--- config.mk ---
export PLATFORM = sky130hd
export DESIGN_NAME = capture_ctrl_flat
export DESIGN_NICKNAME = d
export VERILOG_FILES = /design/src/rtl/sample_buf_pkg.sv /design/src/rtl/capture_ctrl_if.sv /design/src/rtl/capture_ctrl.sv /design/src/flat_wrapper.sv
export SDC_FILE = /design/constraint.sdc
export NUM_CORES = 1
export LEC_CHECK = 0
export CORE_MARGIN = 10
export CORE_UTILIZATION = 36
export DETAILED_ROUTE_END_ITERATION = 7
export GPL_TIMING_DRIVEN = 0
export PLACE_DENSITY = 0.74
export SYNTH_ARGS = -nofsm -noshare
export SYNTH_HDL_FRONTEND = slang
export SYNTH_SLANG_ARGS = --single-unit
export TNS_END_PERCENT = 1
--- constraint.sdc ---
create_clock -name clk -period 1.5 [get_ports clk]
set_clock_uncertainty 0.2 [all_clocks]
set_input_delay 0.15 -clock clk [delete_from_list [all_inputs] [get_ports clk]]
set_output_delay 0.15 -clock clk [all_outputs]
set_load 0.02 [all_outputs]
--- src/rtl/sample_buf_pkg.sv ---
// Shared definitions for the vibration sample buffer: controller state encoding
// and the default geometry that the RAM instance must also use.
package sample_buf_pkg;

    localparam int DATA_WIDTH_DEF = 8;
    localparam int ADDR_WIDTH_DEF = 4;

    typedef enum logic [2:0] {
        IDLE    = 3'd0,
        CAPTURE = 3'd1,
        RD_REQ  = 3'd2,
        RD_WAIT = 3'd3,
        OUT     = 3'd4
    } state_t;

endpackage

--- src/rtl/capture_ctrl_if.sv ---
// Sample streams around the capture controller: sensor samples in (s_*) and
// read-back samples out to the host link (m_*).
interface capture_ctrl_if
    import sample_buf_pkg::*;
#(
    parameter int DATA_WIDTH = DATA_WIDTH_DEF
);

    // s_*: a strobe with no backpressure, s_data is meaningful only while s_valid.
    // m_*: a beat transfers on a rising edge where m_valid && m_ready; once raised,
    // m_valid and m_data hold unchanged until that transfer happens.
    logic                  s_valid;
    logic [DATA_WIDTH-1:0] s_data;
    logic                  m_valid;
    logic [DATA_WIDTH-1:0] m_data;
    logic                  m_ready;

    modport master (
        input  s_valid,
        input  s_data,
        output m_valid,
        output m_data,
        input  m_ready
    );

    modport slave (
        output s_valid,
        output s_data,
        input  m_valid,
        input  m_data,
        output m_ready
    );

endinterface

--- src/rtl/capture_ctrl.sv ---
// Fills the sample RAM with one frame, then streams it back in address order,
// hiding the RAM read latency behind a registered output stage.
module capture_ctrl
    import sample_buf_pkg::*;
#(
    parameter int DATA_WIDTH = DATA_WIDTH_DEF,
    parameter int ADDR_WIDTH = ADDR_WIDTH_DEF
) (
    input  logic                  clk,
    input  logic                  rst,
    input  logic                  start,
    capture_ctrl_if.master        bus,
    output logic                  ram_en,
    output logic                  ram_we,
    output logic [ADDR_WIDTH-1:0] ram_w_addr,
    output logic [DATA_WIDTH-1:0] ram_di,
    output logic [ADDR_WIDTH-1:0] ram_r_addr,
    input  logic [DATA_WIDTH-1:0] ram_do,
    output logic                  busy,
    output logic                  done,
    output logic                  overrun,
    output state_t                state
);

    localparam logic [ADDR_WIDTH-1:0] LAST = '1;

    logic [ADDR_WIDTH-1:0] wr_cnt;
    logic [ADDR_WIDTH-1:0] rd_cnt;
    logic                  draining;

    assign draining = (state == RD_REQ) || (state == RD_WAIT) || (state == OUT);

    // Writes are zero-latency: the strobe itself drives the RAM write port.
    always_comb begin
        ram_we     = (state == CAPTURE) && bus.s_valid;
        ram_en     = ram_we || (state == RD_REQ);
        ram_w_addr = wr_cnt;
        ram_r_addr = rd_cnt;
        ram_di     = bus.s_data;
    end

    always_ff @(posedge clk) begin
        if (rst) begin
            state       <= IDLE;
            wr_cnt      <= '0;
            rd_cnt      <= '0;
            bus.m_valid <= 1'b0;
            bus.m_data  <= '0;
            busy        <= 1'b0;
            done        <= 1'b0;
            overrun     <= 1'b0;
        end else begin
            done <= 1'b0;
            if (draining && bus.s_valid) begin
                overrun <= 1'b1;
            end
            case (state)
                IDLE: begin
                    if (start) begin
                        state   <= CAPTURE;
                        wr_cnt  <= '0;
                        overrun <= 1'b0;
                        busy    <= 1'b1;
                    end
                end
                CAPTURE: begin
                    if (bus.s_valid) begin
                        wr_cnt <= wr_cnt + 1'b1;
                        if (wr_cnt == LAST) begin
                            state  <= RD_REQ;
                            rd_cnt <= '0;
                        end
                    end
                end
                RD_REQ: begin
                    state <= RD_WAIT;
                end
                RD_WAIT: begin
                    bus.m_data  <= ram_do;
                    bus.m_valid <= 1'b1;
                    state       <= OUT;
                end
                OUT: begin
                    if (bus.m_ready) begin
                        bus.m_valid <= 1'b0;
                        if (rd_cnt == LAST) begin
                            done  <= 1'b1;
                            busy  <= 1'b0;
                            state <= IDLE;
                        end else begin
                            rd_cnt <= rd_cnt + 1'b1;
                            state  <= RD_REQ;
                        end
                    end
                end
                default: begin
                    state <= IDLE;
                    busy  <= 1'b0;
                end
            endcase
        end
    end

endmodule

--- src/flat_wrapper.sv ---
// flat-port wrapper written by rule: the top's interface ports become plain ports
module capture_ctrl_flat import sample_buf_pkg::*;
#(
    parameter int DATA_WIDTH = DATA_WIDTH_DEF,
    parameter int ADDR_WIDTH = ADDR_WIDTH_DEF
)
  (clk, rst, start, ram_en, ram_we, ram_w_addr, ram_di, ram_r_addr, ram_do, busy, done, overrun, state, bus_s_valid, bus_s_data, bus_m_valid, bus_m_data, bus_m_ready);
  capture_ctrl_if #(.DATA_WIDTH(DATA_WIDTH)) bus_i ();
  input  logic clk;
  input  logic rst;
  input  logic start;
  output logic ram_en;
  output logic ram_we;
  output logic [ADDR_WIDTH-1:0] ram_w_addr;
  output logic [DATA_WIDTH-1:0] ram_di;
  output logic [ADDR_WIDTH-1:0] ram_r_addr;
  input  logic [DATA_WIDTH-1:0] ram_do;
  output logic busy;
  output logic done;
  output logic overrun;
  output state_t state;
  input wire logic [$bits(bus_i.s_valid)-1:0] bus_s_valid;
  input wire logic [$bits(bus_i.s_data)-1:0] bus_s_data;
  output wire logic [$bits(bus_i.m_valid)-1:0] bus_m_valid;
  output wire logic [$bits(bus_i.m_data)-1:0] bus_m_data;
  input wire logic [$bits(bus_i.m_ready)-1:0] bus_m_ready;
  assign bus_i.s_valid = bus_s_valid;
  assign bus_i.s_data = bus_s_data;
  assign bus_m_valid = bus_i.m_valid;
  assign bus_m_data = bus_i.m_data;
  assign bus_i.m_ready = bus_m_ready;
  capture_ctrl #(.DATA_WIDTH(DATA_WIDTH), .ADDR_WIDTH(ADDR_WIDTH)) u_core (.clk(clk), .rst(rst), .start(start), .bus(bus_i), .ram_en(ram_en), .ram_we(ram_we), .ram_w_addr(ram_w_addr), .ram_di(ram_di), .ram_r_addr(ram_r_addr), .ram_do(ram_do), .busy(busy), .done(done), .overrun(overrun), .state(state));
endmodule
### After elaboration in Yosys (flattened, before gate mapping)

Index checks and enable logic that the tools add are counted.

* equal/unequal tests: 12
* reductions and logical operators: 16
* $add $sub $neg: 2
* bitwise logic cells: 3
* mux-type cells: 24

Operators by type and width (number)
* two-way mux 4 bit: 6
* one-hot mux 4 bit (2 select lines): 2
* one-hot mux 3 bit (5 select lines): 1
* two-way mux 3 bit: 4
* != test 2 bit (second input constant): 6
* adder 4 x 1 -> 4 bit (second input constant): 2
* equality test 4 bit (second input constant): 2
* two-way mux 1 bit: 8
* AND reduction 4 bit: 2
* equality test 3 x 2 -> 1 bit (second input constant): 2
* nonzero test 2 bit: 3
* OR reduction 3 bit: 2
* AND reduction 5 bit: 1
* equality test 3 x 1 -> 1 bit (second input constant): 1
* equality test 3 bit (second input constant): 1
* logical NOT 3 bit: 1
* logical OR 1 bit: 3
* NOT 1 bit: 3
* one-hot mux 1 bit (3 select lines): 1
* AND reduction 3 bit: 1
* logical AND 1 bit: 2
* two-way mux 2 bit: 1
* one-hot mux 1 bit (2 select lines): 1
* AND reduction 2 bit: 1

* flip-flop bits (word level): 23
* word-level logic and storage cells: 65
* output and inout port bits: 33
* input bits: 21

### Depth between registers and ports, before layout

* word-level depth: 7
* depth in mapped cells: 5
* depth with buffers taken out: 4

### Worst setup path after synthesis

OpenSTA, ideal clock, no wires.

* path type: register to register
* from: reg u_core.rd_cnt[0], in the netlist u_core.ram_r_addr[0]
* to: reg u_core.rd_cnt[3], in the netlist u_core.ram_r_addr[3]
* data required time: 1.209 ns
* setup slack: -0.159 ns
* path buffers: 0
* cell stages (with the launch flop): 5
* clock period less this slack: 1.659 ns
* library setup time: 0.091 ns
* arrival: 1.368 ns
* cell sequence: dfxtp_1 -> ha_1 -> nand3_1 -> a32o_2 -> a311oi_1

* word-level cells in the longest chain between the ends: 4
* elaborated cells on any way between the ends: 7
* classes of those cells: add/sub (1); eq/ne (2); mux (3); reduce/logical (1)

Ends and longest elaborated chain
* start, declared: RTL line capture_ctrl.sv:28 `logic [ADDR_WIDTH-1:0] rd_cnt;`
* start signal, assigned: RTL line capture_ctrl.sv:91 `rd_cnt <= rd_cnt + 1'b1;`
* adder 4 x 1 -> 4 bit: RTL line capture_ctrl.sv:91
* two-way mux 4 bit: RTL line capture_ctrl.sv:86 `if (rd_cnt == LAST) begin`
* two-way mux 4 bit: RTL line capture_ctrl.sv:84 `if (bus.m_ready) begin`
* one-hot mux 4 bit (2 select lines): RTL line capture_ctrl.sv:57 `case (state)`

Several ways; a longest one is shown, not always the timed one. The select of a mux whose other input is x is not followed.
A chain may end at the register's enable or synchronous reset.

### Final worst setup path

* from: reg u_core.state[1]
* to: out ram_en

* word-level cells in the longest chain between the ends: 3
* elaborated cells on any way between the ends: 4
* classes of those cells: eq/ne (2); reduce/logical (2)

Ends and longest elaborated chain
* start, declared: RTL line capture_ctrl.sv:22 `output state_t state`
* start signal, assigned: RTL line capture_ctrl.sv:44 `state <= IDLE;`
* start signal, assigned: RTL line capture_ctrl.sv:60 `state <= CAPTURE;`
* start signal, assigned: RTL line capture_ctrl.sv:70 `state <= RD_REQ;`
* equality test 3 x 1 -> 1 bit: RTL line capture_ctrl.sv:35 `ram_we = (state == CAPTURE) && bus.s_valid;`
* logical AND 1 bit: RTL line capture_ctrl.sv:35
* logical OR 1 bit *: RTL line capture_ctrl.sv:36 `ram_en = ram_we || (state == RD_REQ);`
* end, declared: RTL line flat_wrapper.sv:12 `output logic ram_en;`

Every way passes the cells marked *; elsewhere a longest branch is shown, timed or not.

==> PnR_summary.wiki <==
{| class="wikitable"
! Metric !! Value
|-
| Run status || finished, violations left
|-
| Violations in the final reports || setup timing
|-
| Top fanout value on the critical path || 8
|-
| I/O pin count || 54
|-
| Number of flops mapped to enable cells by yosys || 0
|-
| Final critical-path required period || 1.73 ns
|-
| Number of nets with antenna violations after routing || 0
|-
| Number of antenna violations at the first check in global routing || 0
|-
| Yosys cell types || 42
|-
| CTS tree || yes
|-
| Final Instance Area || 1740 µm²
|-
| Die boundary height || 76.8 µm
|-
| Number of remaining DRC errors || 0
|-
| GRT overflow || 0
|-
| Worst-case clock buffer depth || 2
|-
| Hold violation count in the final report || 0
|-
| Worst reg2reg endpoint || u_core.ram_w_addr[2]
|-
| RePlAce Congestion || 0.806
|-
| Max-cap violations || 0
|-
| Source of the worst register-to-register timing path || u_core.state[1]
|-
| Number of sinks handled by clock tree synthesis || 23
|-
| P_sw || 284 µW
|-
| Internal power contribution || 815 µW
|-
| Worst reg2reg path depth || 6
|-
| Highest Clock Rate || 579 MHz
|-
| Finish-stage setup viols || 10
|-
| RSZ-0062 raised after global routing || yes
|-
| Cell chosen for the clock root || sky130_fd_sc_hd__clkbuf_4
|-
| Switching part of the total || 25.9%
|-
| Number of cell rows || 20
|-
| Element type at the critical path end || output port
|-
| Sequential cell fraction of total power || 56.9%
|-
| Effective utilization at floorplan || 37.8%
|-
| Timing startpoint of the critical path || u_core.state[1]
|-
| Via count of the first global-routing pass || 1127
|-
| Total wirelength of the detailed-routed design || 3.44 mm
|-
| Proportion of synthesized chip area in sequential cells || 39.6%
|-
| Clock Pin Slew Worst Setup and Hold Paths || 0.13 ns
|-
| Crit path DAT || 1.38 ns
|-
| Top post-synthesis cells by area || sky130_fd_sc_hd__dfxtp_1, sky130_fd_sc_hd__mux2i_1, sky130_fd_sc_hd__buf_4, sky130_fd_sc_hd__a21oi_1, sky130_fd_sc_hd__nand2b_1
|-
| DPL Wire Length || 2.58 mm
|-
| Number of nets in the layout || 197
|-
| Length of the first detailed-routing pass in iterations || 4
|-
| Setup slack after placement || -0.475 ns
|-
| Largest vdd supply drop || 0.339 mV
|-
| Placeable Area || 3080 µm²
|-
| Clock share of power || 26.5%
|-
| Largest net degree at the start of global routing || 13
|-
| Most frequent cells after synthesis || sky130_fd_sc_hd__dfxtp_1, sky130_fd_sc_hd__mux2i_1, sky130_fd_sc_hd__nor2_1
|-
| Final Slew Violations || 0
|-
| Detailed-route via count || 1128
|-
| Fraction of the core area covered by cells at the end of the flow || 56.5%
|-
| Detail-routed net length per standard cell || 15.9 µm
|-
| Final clock period utilization by the worst path || 115%
|-
| Skew-Pair Late Insertion Delay || 0.32 ns
|-
| Post-synth net total || 144
|-
| Termination of the worst setup path || ram_en
|-
| Largest incremental delay on the critical path || 0.35 ns
|-
| Cell with the biggest individual delay on the critical path || sky130_fd_sc_hd__dfxtp_2
|-
| Share of final-layout standard cells stronger than drive strength 1 || 23.1%
|-
| Critical-path cell list || buf_8 > buf_8 > nand3b_1 > a21oi_1 > buf_4
|-
| Placed standard-cell area || 1670 µm²
|-
| Area of the die || 5900 µm²
|-
| Proportion of netlist area held by the largest area contributor || 39.6%
|-
| Worst Setup Slack, final || -0.227 ns
|-
| Avg Cell Area, Syn || 9.61 µm²
|-
| Tightest Pin Transition || 0.577 ns
|-
| Register bit count reported by yosys || 23
|-
| Width of the die || 76.8 µm
|-
| Initial detailed-routing violation count || 57
|-
| Static leakage power || 0.000787 µW
|-
| Share of flip-flops with an asynchronous set or reset after synthesis || 0%
|-
| Total clock buffers created by CTS || 3
|-
| Top-count cell post-synth || sky130_fd_sc_hd__dfxtp_1
|-
| Pwr dens || 632 nW/µm²
|-
| Internal reg-to-reg setup slack || -0.17 ns
|-
| Total routing usage reported by global routing || 10.8%
|-
| H-Tree Level Count || 1
|-
| Number of diodes || 0
|-
| Most prevalent standard cell on the critical path || sky130_fd_sc_hd__buf_8
|-
| Wire length of the first global-routing pass || 5.40 mm
|-
| Top cell type by total area after synthesis || sky130_fd_sc_hd__dfxtp_1
|-
| Netlist Area Pre-Place || 1160 µm²
|-
| Area growth from synthesis to layout || 49.6%
|-
| Count of filler cells inserted in the layout || 290
|-
| Required time at the endpoint of the critical path || 1.15 ns
|-
| WHS || 0.115 ns
|-
| Count of input and output buffers || 44
|-
| Mean number of vias per cell || 5.20
|-
| Part of the total power dissipated in combinational logic || 16.6%
|-
| Number of warnings printed during yosys synthesis || 0
|-
| Crit Path Category || register to output port
|-
| Worst min-delay path class || primary input to register
|-
| Most frequently used flop master after synthesis || sky130_fd_sc_hd__dfxtp_1
|-
| Launching element type of the critical path || register
|-
| Worst slew margin relative to its limit || 61.5%
|-
| Gate Count Post-Synth || 121
|}
## cells by family (layout without fill, tap and decap cells)
| logic type | count (synthesis) | in the layout | synth area share (%) |
|---|---|---|---|
| multiplexers | 10 | 10 | 8.61 |
| adder cells (fa/ha/maj) | 2 | 2 | 2.15 |
| buffers and inverters | 18 | 70 | 9.47 |
| flip-flops | 23 | 23 | 39.6 |
| AO/OA/AOI/OAI | 28 | 28 | 18.4 |
| AND/OR/NAND/NOR | 40 | 40 | 21.7 |
## registers in the layout, summed over array words and instances, names as in the netlist
name,cells
u_core.bus.m_data,8
u_core.ram_r_addr,4
u_core.ram_w_addr,4
u_core.state,3
u_core.bus.m_valid,1
u_core.busy,1
u_core.done,1
u_core.overrun,1
## worst min-delay path by stage
stage / from / to / slack [ns] / cells after the start
2_1_floorplan: ram_do[0] / u_core.bus.m_data[0] / 0.09 / 2
3_3_place_gp: u_core.bus.m_valid / u_core.bus.m_valid / 0.25 / 2
3_5_place_dp: u_core.bus.m_valid / u_core.bus.m_valid / 0.25 / 2
4_1_cts: rst / u_core.ram_w_addr[3] / 0.11 / 3
5_1_grt: rst / u_core.ram_w_addr[3] / 0.12 / 3
6_report: rst / u_core.ram_w_addr[3] / 0.11 / 3
## critical path: cells and delay by family (launching register included)
kind	cells	cell delay (ns)
buffers and inverters	3	0.43
AO/OA/AOI/OAI	1	0.14
flip-flops	1	0.35
AND/OR/NAND/NOR	1	0.14
## cells in the final DEF (no fill, tap or decap), types with 3 or more instances in the layout
master	instances
sky130_fd_sc_hd__buf_4	14
sky130_fd_sc_hd__nand3b_1	3
sky130_fd_sc_hd__dfxtp_2	4
sky130_fd_sc_hd__a21oi_1	8
sky130_fd_sc_hd__dfxtp_1	16
sky130_fd_sc_hd__nand2b_1	6
sky130_fd_sc_hd__nor3_1	3
sky130_fd_sc_hd__clkbuf_1	4
sky130_fd_sc_hd__nand2_1	3
sky130_fd_sc_hd__nor2_1	10
sky130_fd_sc_hd__clkdlybuf4s50_1	19
sky130_fd_sc_hd__dlygate4sd2_1	21
sky130_fd_sc_hd__dfxtp_4	3
sky130_fd_sc_hd__clkbuf_4	3
sky130_fd_sc_hd__mux2i_1	10
## power by group through the flow
stage	logic [µW]	registers (µW)	clock network, µW
3_5_place_dp	179	641	0
2_1_floorplan	81.6	647	0
6_report	183	625	291
3_3_place_gp	176	640	0
5_1_grt	194	626	332
4_1_cts	178	627	307
## layout make-up
class                      count  area, µm²  share of cell area (%)
buffer                        16        129                    7.41
clock buffer                   4       26.3                    1.51
inverter                       2       7.51                   0.432
multi-input combinational     80        616                    35.4
timing repair buffer          48        429                    24.7
sequential                    23        477                    27.4
tap                           44       55.1                    3.17
## stage by stage
stage	std cells	setup TNS [ns]	power [µW]
final	217	-1.41	1100
after global routing	217	-2.15	1150
after CTS	214	-1.11	1110
after detailed placement	209	-3.39	820
after global placement	209	-3.12	815
after floorplan	121	-0.133	729
## layer usage
metal | up-vias | part of all wire (%) | global-route usage [%]
met4 | 0 | 0.73 | 3.35
met1 | 537 | 42 | 11.6
met2 | 48 | 46 | 17.5
li1 | 539 | - | -
met3 | 4 | 11 | 6.18
met5 | - | 0 | 0
## timing repair
item	in CTS	in global routing
hold buffers	0	0
endpoints found under the setup margin	40	24
gates resized for setup	38	15
buffers inserted	1	3
pin swaps	3	2
No activity file was read; power rests on OpenSTA's default activity.
